`config.mk`:
```
export PLATFORM = sky130hd
export DESIGN_NAME = pipe_elastic_reg
export DESIGN_NICKNAME = d
export VERILOG_FILES = /design/src/rtl/pipe_elastic_reg.sv
export SDC_FILE = /design/constraint.sdc
export NUM_CORES = 1
export LEC_CHECK = 0
export CELL_PAD_IN_SITES_DETAIL_PLACEMENT = 1
export CELL_PAD_IN_SITES_GLOBAL_PLACEMENT = 2
export CORE_ASPECT_RATIO = 1.4
export CORE_UTILIZATION = 47
export CTS_CLUSTER_SIZE = 40
export DETAILED_ROUTE_END_ITERATION = 8
export DONT_BUFFER_PORTS = 1
export GPL_TIMING_DRIVEN = 0
export PLACE_DENSITY = 0.88
export SYNTH_ARGS = -nofsm -noshare
export SYNTH_HDL_FRONTEND = slang
export SYNTH_SLANG_ARGS = --single-unit
```
`constraint.sdc`:
```
create_clock -name clk -period 13.7 [get_ports clk]
set_input_delay 0.685 -clock clk [delete_from_list [all_inputs] [get_ports clk]]
set_output_delay 0.685 -clock clk [all_outputs]
set_load 0.01 [all_outputs]
```
`src/rtl/pipe_elastic_reg.sv`:
```
// pipe_elastic_reg: elastic register between two CPU pipeline stages.
// A DEPTH-entry circular buffer with valid/ready on both sides, a hold
// input that freezes the output side and a flush input that empties
// the buffer. When empty, out_data shows the BUBBLE word so decode can
// treat an empty slot as an ordinary (NOP) instruction.
//
// Optional build macro PIPE_ELASTIC_PERF_CNT_EN adds the saturating
// stall_cnt / flush_cnt outputs. These counters are cleared only by rst_n.
module pipe_elastic_reg #(
    parameter int               WIDTH  = 64,
    parameter int               DEPTH  = 2,
    parameter logic [WIDTH-1:0] BUBBLE = {WIDTH{1'b0}}
) (
    input  logic                       clk,
    input  logic                       rst_n,
    input  logic                       flush,
    input  logic                       hold,
    input  logic                       in_valid,
    output logic                       in_ready,
    input  logic [WIDTH-1:0]           in_data,
    output logic                       out_valid,
    input  logic                       out_ready,
    output logic [WIDTH-1:0]           out_data,
    output logic [$clog2(DEPTH+1)-1:0] count
`ifdef PIPE_ELASTIC_PERF_CNT_EN
    ,
    output logic [31:0]                stall_cnt,
    output logic [31:0]                flush_cnt
`endif
);

    localparam int CNT_W = $clog2(DEPTH + 1);
    // A one-entry buffer still needs a 1-bit pointer to keep the
    // declarations legal. In that case the pointer stays at zero.
    localparam int PTR_W = (DEPTH > 1) ? $clog2(DEPTH) : 1;

    localparam logic [CNT_W-1:0] FULL_CNT = CNT_W'(DEPTH);
    localparam logic [PTR_W-1:0] PTR_LAST = PTR_W'(DEPTH - 1);

    // Storage has no reset. Only occupancy and pointers decide which
    // entries are meaningful.
    logic [WIDTH-1:0] mem_q [DEPTH];

    logic [PTR_W-1:0] wr_ptr_q, wr_ptr_d;
    logic [PTR_W-1:0] rd_ptr_q, rd_ptr_d;
    logic [CNT_W-1:0] count_q,  count_d;

    logic push;
    logic pop;

    // Pointer advance wraps at DEPTH-1, so DEPTH need not be a power of two.
    function automatic logic [PTR_W-1:0] next_ptr(input logic [PTR_W-1:0] p);
        if (p == PTR_LAST) begin
            return '0;
        end
        return p + PTR_W'(1);
    endfunction

    // Handshake status is derived from registered occupancy only. A pop in
    // the same cycle therefore never frees a slot for a push into a full buffer.
    always_comb begin
        in_ready  = (count_q != FULL_CNT);
        out_valid = (count_q != '0);
        push      = in_valid & in_ready & ~flush;
        pop       = out_valid & out_ready & ~hold & ~flush;
    end

    // The output mux reads registers only. An empty buffer presents the bubble word.
    always_comb begin
        out_data = BUBBLE;
        if (out_valid) begin
            out_data = mem_q[rd_ptr_q];
        end
        count = count_q;
    end

    // Next-state logic for pointers and occupancy. Flush wins over everything else.
    always_comb begin
        wr_ptr_d = wr_ptr_q;
        rd_ptr_d = rd_ptr_q;
        count_d  = count_q;
        if (flush) begin
            wr_ptr_d = '0;
            rd_ptr_d = '0;
            count_d  = '0;
        end else begin
            if (push) begin
                wr_ptr_d = next_ptr(wr_ptr_q);
            end
            if (pop) begin
                rd_ptr_d = next_ptr(rd_ptr_q);
            end
            case ({push, pop})
                2'b10:   count_d = count_q + CNT_W'(1);
                2'b01:   count_d = count_q - CNT_W'(1);
                default: count_d = count_q;
            endcase
        end
    end

    // Control state registers. The asynchronous reset drops every entry.
    always_ff @(posedge clk or negedge rst_n) begin
        if (!rst_n) begin
            wr_ptr_q <= '0;
            rd_ptr_q <= '0;
            count_q  <= '0;
        end else begin
            wr_ptr_q <= wr_ptr_d;
            rd_ptr_q <= rd_ptr_d;
            count_q  <= count_d;
        end
    end

    // Payload write on an accepted push. Flush suppresses push, so the
    // word offered during a flush is never stored.
    always_ff @(posedge clk) begin
        if (push) begin
            mem_q[wr_ptr_q] <= in_data;
        end
    end

`ifdef PIPE_ELASTIC_PERF_CNT_EN
    logic [31:0] stall_cnt_q, stall_cnt_d;
    logic [31:0] flush_cnt_q, flush_cnt_d;

    // Saturating event counters. A stall is a valid head that is not
    // taken because of hold or backpressure. A flush event is counted
    // only when the flush discards something.
    always_comb begin
        stall_cnt_d = stall_cnt_q;
        flush_cnt_d = flush_cnt_q;
        if (out_valid && (hold || !out_ready) && (stall_cnt_q != 32'hFFFF_FFFF)) begin
            stall_cnt_d = stall_cnt_q + 32'd1;
        end
        if (flush && (count_q != '0) && (flush_cnt_q != 32'hFFFF_FFFF)) begin
            flush_cnt_d = flush_cnt_q + 32'd1;
        end
    end

    // Counter registers are cleared by rst_n only. Flush does not clear them.
    always_ff @(posedge clk or negedge rst_n) begin
        if (!rst_n) begin
            stall_cnt_q <= '0;
            flush_cnt_q <= '0;
        end else begin
            stall_cnt_q <= stall_cnt_d;
            flush_cnt_q <= flush_cnt_d;
        end
    end

    assign stall_cnt = stall_cnt_q;
    assign flush_cnt = flush_cnt_q;
`endif

endmodule

```
==> results of run 1 <==
[cells by family (layout without fill, tap and decap cells)]
kind of cell | after synthesis | count (layout)
AND/OR/NAND/NOR | 78 | 78
multiplexers | 65 | 65
flip-flops | 132 | 132
buffers and inverters | 17 | 62
AO/OA/AOI/OAI | 7 | 7
[path summary, 6_finish.rpt]
check / from / depth (start not counted) / to
worst max-delay path: count[1]$_DFFE_PN0P_ / 4 / out_data[61]
worst min-delay path: flush / 1 / rd_ptr_q$_DFFE_PN0P_
worst max register to register: count[1]$_DFFE_PN0P_ / 7 / mem_q[1][22]$_DFFE_PP_
worst min register to register: rd_ptr_q$_DFFE_PN0P_ / 2 / rd_ptr_q$_DFFE_PN0P_
max in group asynchronous: rst_n / 1 / rd_ptr_q$_DFFE_PN0P_
min in group asynchronous: rst_n / 1 / wr_ptr_q$_DFFE_PN0P_
[worst max-delay path, cell delays in order (launching register included)]
cell and delay [ns]:
dfrtp_1 0.48, nor2_2 0.26, buf_2 0.29, buf_4 0.22, nor2_1 0.10
[metrics by stage]
stage / cells / total power, mW
after CTS: 482 / 0.9593
final: 482 / 0.9496
after detailed placement: 449 / 0.5373
after floorplan: 299 / 0.5212
after global routing: 482 / 0.9812
after global placement: 437 / 0.5338
[final cells by class]
| type | count | area, sq um | share of cell area, % |
|---|---|---|---|
| Buffer | 14 | 107.6 | 1.803 |
| Clock buffer | 17 | 425.4 | 7.126 |
| Clock inverter | 15 | 140.1 | 2.348 |
| Inverter | 3 | 11.26 | 0.1886 |
| Multi-Input combinational cell | 150 | 1023 | 17.15 |
| Sequential cell | 132 | 3944 | 66.07 |
| Tap cell | 138 | 172.7 | 2.892 |
| Timing Repair Buffer | 13 | 145.1 | 2.431 |
[cells in the final DEF, fill, tap and decap left out]
master,instances
edfxtp_1,128
mux2i_1,65
nor2_1,64
clkbuf_16,17
buf_6,15
buf_4,5
clkinv_2,4
dfrtp_1,4
inv_2,3
clkbuf_1,3
nand2_1,3
clkinvlp_4,3
clkinv_1,3
buf_2,2
nand2b_1,2
or3_1,2
a21oi_1,2
o21ai_1,2
bufinv_16,2
clkinv_4,2
nor2_2,1
nor2b_2,1
nor3b_2,1
nor3_2,1
a21o_1,1
nand3_1,1
a31oi_1,1
o21ai_0,1
nor2b_1,1
nand4b_1,1
inv_6,1
dlygate4sd3_1,1
buf_8,1
[registers in the layout, summed over array words and instances, names as in the netlist]
signal	count
mem_q	128
wr_ptr_q	1
rd_ptr_q	1
count	2
[power by group through the flow]
stage,Sequential (mW),Clock [mW],Combinational [mW]
finish,0.465,0.421,0.0630
global route,0.466,0.446,0.0689
CTS,0.465,0.429,0.0647
detailed placement,0.473,0,0.0638
global placement,0.476,0,0.0580
floorplan,0.474,0,0.0471
[repair_timing]
action / 4_1_cts / 5_1_grt
resized for setup: 0 / 0
hold buffers: 1 / 0
hold endpoints to repair: 4 / 0
[metal layers]
layer / track usage (%) / part of all wire (%) / vias up
met1: 16.48 / 34 / 1269
met4: 8.004 / 1.8 / 0
met2: 33.71 / 57 / 89
li1: - / - / 1170
met3: 7.178 / 7.2 / 11
met5: 0 / 0 / -
==> impl_results.md, run 1 <==
* Final hold vios at 0
* H-tree depth at 4
* Post-synth EDFFs at 128
* Via/cell ratio at 5.268
* 1st-iter DRT viols at 102
* Mapped Avg Cell Area at 16.98 sq um
* Syn nets at 369
* Sequential fraction of the synthesis area at 77.69%
* Via count at 2539
* Routed Antenna Nets at 0
* CTS tree: yes
* FFs w/ async S/R, synth at 3.030%
* Syn Inst Count at 299
* Sequential power share at 49.0%
* Tmin final at 2.434 ns
* Net Sw Frac at 21.45%
* Post-synthesis mux area share at 12.82%
* Clock transition at path regs at 0.05 ns
* Cell internal pwr at 0.7459 mW
* Clock Latency Late Sink at 0.40 ns
* Largest family of logic cells by synthesized area: multiplexers
* Simple-gate portion of the synthesized area at 6.384%
* Achievable clock frequency at 410.8 MHz
* Synth Flop Type: edfxtp_1
* Detailed placer's ending HPWL at 6910 microns
* Data required, critical path at 13.02 ns
* Status: finished, final reports clean
* Synth cell count leaders: 128 x edfxtp_1, 65 x mux2i_1, 64 x nor2_1, 5 x buf_6
* Register bit total from synthesis at 132
* DP Area at 5394 sq um
* Total negative slack at 0 ns
* Placement Rows at 44
* # clock sinks at 132
* Die height at 125.0 microns
* Startpoint types: register
* Max Slew Vio Count at 0
* Largest fanout on the critical path at 10
* CP Class: reg2out
* Setup WS pre-CTS at 11.49 ns
* Detailed-route wire length at 9533 microns
* Final period util at 17.77%
* Port buffer count at 0
* Post-synth cell types at 24
* Clock power frac at 44.4%
* Core Footprint at 10460 sq um
* First-pass GRT wire length at 14670 microns
* Initial Util at 48.53%
* Setup bufs post-CTS at 0
* Final hold slack at 0.3475 ns
* Drt pass-1 iters at 4
* Actual slew at the worst max-slew pin at 0.4714 ns
* Psw at 0.2037 mW
* Area grow syn2layout at 17.60%
* Worst hold-check path type: in2reg
* Layout fillers at 954
* Setup ws final at 11.27 ns
* Yosys warnings at 0
* Max_slew headroom at 68.57%
* Finished Core Util at 57.07%
* Fin area at 5969 sq um
* Proportion of layout cells with a drive suffix above 1 at 17.15%
* All-Layer GR Usage at 17.84%
* Mapped cell area at 5076 sq um
* Initial antenna violation count at 0
* P_leak at 1.950 nW
* Synth area leader: edfxtp_1
* Setup violators final at 0
* Top post-synthesis cells by area: edfxtp_1 76%, mux2i_1 13%, nor2_1 4.7%
* Fin Clk Skew at 0.003910 ns
* Adder-Cell Fraction of Synth Area at 0%
* WP data arrival at 1.75 ns
* Number of global-route vias before repair at 2869
* Pwr dens at 159.1 nW/um^2
* Max Cap Viol at 0
* DR DRC count at 0
* Root Driver: clkbuf_16
* Final Wtd Congestion at 0.6997
* RSZ-0062 raised after global routing: no
* Synth Area in XOR/XNOR at 0%
* Setup crit end kind: output pin
* Max clock buf depth at 2
* Synth Area in Compound Gates at 0.7641%
* Gate power share at 6.6%
* # IOs at 138
* Area share of the largest cell type after synthesis at 75.72%
* Grt ovf at 0
* TritonCTS Buffers at 17
* Layout Nets at 401
* Die area at 11230 sq um
* Largest net degree at the start of global routing at 17
* IR drop worst, VDD at 0.1062 mV
* Width of the die at 89.83 microns
* Reg2reg setup slack at 11.50 ns
* N_diodes at 0
* WL/cell at 19.78 microns
* Top-count cell post-synth: edfxtp_1
No activity file was read; power rests on OpenSTA's default activity.
==> inputs of run 2 (changes only) <==
--- a/config.mk
+++ b/config.mk
@@ -8,12 +8,12 @@
 export CELL_PAD_IN_SITES_DETAIL_PLACEMENT = 1
 export CELL_PAD_IN_SITES_GLOBAL_PLACEMENT = 2
 export CORE_ASPECT_RATIO = 1.4
-export CORE_UTILIZATION = 47
+export CORE_UTILIZATION = 39
 export CTS_CLUSTER_SIZE = 40
 export DETAILED_ROUTE_END_ITERATION = 8
 export DONT_BUFFER_PORTS = 1
 export GPL_TIMING_DRIVEN = 0
-export PLACE_DENSITY = 0.88
+export PLACE_DENSITY = 0.79
 export SYNTH_ARGS = -nofsm -noshare
 export SYNTH_HDL_FRONTEND = slang
 export SYNTH_SLANG_ARGS = --single-unit
==> constraint.sdc (replaced) <==
create_clock -name clk -period 2.1 [get_ports clk]
set_input_delay 0.105 -clock clk [delete_from_list [all_inputs] [get_ports clk]]
set_output_delay 0.105 -clock clk [all_outputs]
set_load 0.01 [all_outputs]
==> run 2 against run 1 <==
Clock power increased to 6.5 times the previous value. Wire length increased by 10%. Clock skew increased by 0.0021 ns. Register-to-register slack got worse by 11 ns. The run now ends with design-rule violations left. Sequential share of layout area decreased by 7.8 points. Critical endpoint unchanged. Global-route usage decreased by 1.7 points. Critical path type unchanged. Critical path depth unchanged. First-iteration DRC count decreased by 43%.
==> impl_results.md, run 2 (synthesized netlist as in run 1, its figures left out) <==
* CP Class: reg2out
* Die area at 13480 sq um (+20%)
* Register-to-Register Path Depth at 6 (-1)
* Reg2reg setup slack at 0.27 ns (-11.23 ns)
* Data required, critical path at 2.00 ns (-11.02 ns)
* Pwr dens at 936.5 nW/um^2 (+490%)
* First-pass GRT wire length at 15770 microns (+7.5%)
* Detailed placer's ending HPWL at 6992 microns (+1.2%)
* IR drop worst, VDD at 0.5775 mV (+440%)
* DR DRC count at 9 (+9)
* WP data arrival at 1.75 ns (about the same)
* Initial Util at 40.64% (-7.9 points)
* Status: complete, but fails checks
* Reg with most FFs: mem_q
* Fin area at 6770 sq um (+13%)
* Startpoint types: register
* Max_slew headroom at 66.22% (-2.4 points)
* Setup crit end kind: output pin
* Achievable clock frequency at 539.9 MHz
* Hold Crit Endpoint: mem_q[0][46]$_DFFE_PP_
* Width of the die at 98.42 microns (+9.6%)
* Actual slew at the worst max-slew pin at 0.5067 ns (+0.03530 ns)
* Final period util at 88.19%
* Setup violators final at 0 (unchanged)
* Initial antenna violation count at 0 (unchanged)
* 1st-iter DRT viols at 58 (-43%)
* Routed Antenna Nets at 0 (unchanged)
* Layout Nets at 472 (+18%)
* Failing checks: design-rule violations
* P_leak at 2.267 nW (+16%)
* TritonCTS Buffers at 17 (unchanged)
* Worst hold-check path type: in2reg
* Clock transition at path regs at 0.06 ns (about the same)
* Fin Clk Skew at 0.005998 ns (+0.002088 ns)
* Reg area at 3945 sq um (about the same)
* Final Wtd Congestion at 0.6852 (-2.1%)
* Most frequent cells in the layout: 128 x edfxtp_1, 69 x dlygate4sd3_1, 65 x mux2i_1
* RSZ-0062 raised after global routing: no
* Most common cell after layout, fill and taps aside: edfxtp_1
* Drt pass-1 iters at 6 (+2)
* Hold_sp: flush
* Port buffer count at 0 (unchanged)
* Layout fillers at 1179 (+24%)
* Hold depth at 2 (+1)
* Max Slew Vio Count at 0 (unchanged)
* Critical R2R Launch: count[0]$_DFFE_PN0P_
* Number of flip-flops in the largest register at 128 (unchanged)
* # IOs at 138 (unchanged)
* Setup ws final at 0.2479 ns (-11.02 ns)
* Number of global-route vias before repair at 3054 (+6.4%)
* Tmin final at 1.852 ns
* DP Area at 5453 sq um (+1.1%)
* Multi-input gate area at 1054 sq um (+2.9%)
* R2R Path End: mem_q[1][0]$_DFFE_PP_
* All-Layer GR Usage at 16.11% (-1.7 points)
* Max Cap Viol at 0 (unchanged)
* Root Driver: clkbuf_16
* CTS tree: yes
* Max clock buf depth at 2 (unchanged)
* Final hold vios at 0 (unchanged)
* Core Footprint at 12490 sq um (+19%)
* WL/cell at 18.68 microns (-5.6%)
* # clock sinks at 132 (unchanged)
* Largest net degree at the start of global routing at 20 (+3)
* Grt ovf at 0 (unchanged)
* Via/cell ratio at 4.989 (-5.3%)
* Via count at 2814 (+11%)
* N_diodes at 0 (unchanged)
* Detailed-route wire length at 10530 microns (+10%)
* Clock Latency Late Sink at 0.40 ns (about the same)
* Proportion of layout cells with a drive suffix above 1 at 15.70% (-1.5 points)
* Area grow syn2layout at 33.37%
* Largest fanout on the critical path at 10 (unchanged)
* Placement Rows at 48 (+9.1%)
* H-tree depth at 4 (unchanged)
* Die height at 137.0 microns (+9.6%)
* Finished Core Util at 54.20% (-2.9 points)
* Setup WS pre-CTS at -0.2942 ns (-11.79 ns)
-- run 2: cell types whose count changed in the layout (fill, tap and decap cells not counted), moves of 2 or more --
cell	previous run	this run
buf_16	0	5
buf_4	5	13
buf_6	15	5
clkinv_1	3	0
clkinv_2	4	1
clkinvlp_4	3	5
dlygate4sd3_1	1	69
inv_6	1	5
-- run 2: power by group --
| part | internal (mW) | leakage (nW) | switching, mW |
|---|---|---|---|
| Sequential | 3.00 | 1.23 | 0.0333 |
| Clock | 1.64 | 0.256 | 1.10 |
| Combinational | 0.241 | 0.785 | 0.324 |
-- run 2: timing repair --
action / 4_1_cts / 5_1_grt
hold endpoints to repair: 136 / 0
buffers inserted: 9 / 0
pin swaps: 2 / 0
gates resized for setup: 0 / 1
hold buffers: 69 / 0
setup endpoints to repair: 68 / 1
-- run 2: stage by stage --
stage | hold WS [ns] | cells | TNS [ns] | total power [mW]
3_5_place_dp | -0.1905 | 455 | -10.09 | 3.529
4_1_cts | 0.04705 | 564 | 0 | 6.436
6_report | 0.06862 | 564 | 0 | 6.341
3_3_place_gp | -0.1904 | 449 | -194.88 | 3.486
5_1_grt | 0.05848 | 564 | 0 | 6.557
2_1_floorplan | -0.1906 | 299 | -86.46 | 3.397
-- run 2: final cells by class --
type / count / share of cell area (%)
inverter: 3 / 0.1663
multi-input combinational: 150 / 15.56
sequential: 132 / 58.27
buffer: 14 / 1.589
clock buffer: 18 / 6.339
tap: 150 / 2.772
clock inverter: 13 / 1.848
timing repair buffer: 84 / 13.45
-- run 2: worst max-delay path by stage --
| stage | from | to | slack [ns] | depth (start not counted) |
|---|---|---|---|---|
| global placement | count[1]$_DFFE_PN0P_ | mem_q[1][14]$_DFFE_PP_ | -1.62 | 4 |
| detailed placement | count[1]$_DFFE_PN0P_ | mem_q[1][19]$_DFFE_PP_ | -0.29 | 6 |
| floorplan | count[1]$_DFFE_PN0P_ | mem_q[1][0]$_DFFE_PP_ | -0.74 | 4 |
| global route | count[0]$_DFFE_PN0P_ | count[0]$_DFFE_PN0P_ | 0.09 | 5 |
| finish | count[0]$_DFFE_PN0P_ | out_data[61] | 0.25 | 4 |
| CTS | count[0]$_DFFE_PN0P_ | out_data[19] | 0.11 | 3 |
-- run 2: layer usage --
| layer | wire length [microns] | GRT usage [%] | vias to the layer above |
|---|---|---|---|
| met4 | 160 | 8.209 | 0 |
| li1 | - | - | 1316 |
| met1 | 3914 | 16.53 | 1404 |
| met3 | 467 | 3.882 | 12 |
| met5 | 0 | 0 | - |
| met2 | 5991 | 30.36 | 82 |
-- run 2: critical path, cell delays in order, from the launching register on --
cell     delay, ns
dfrtp_1       0.57
nor2_4        0.09
buf_2         0.20
buf_4         0.19
nor2_1        0.28
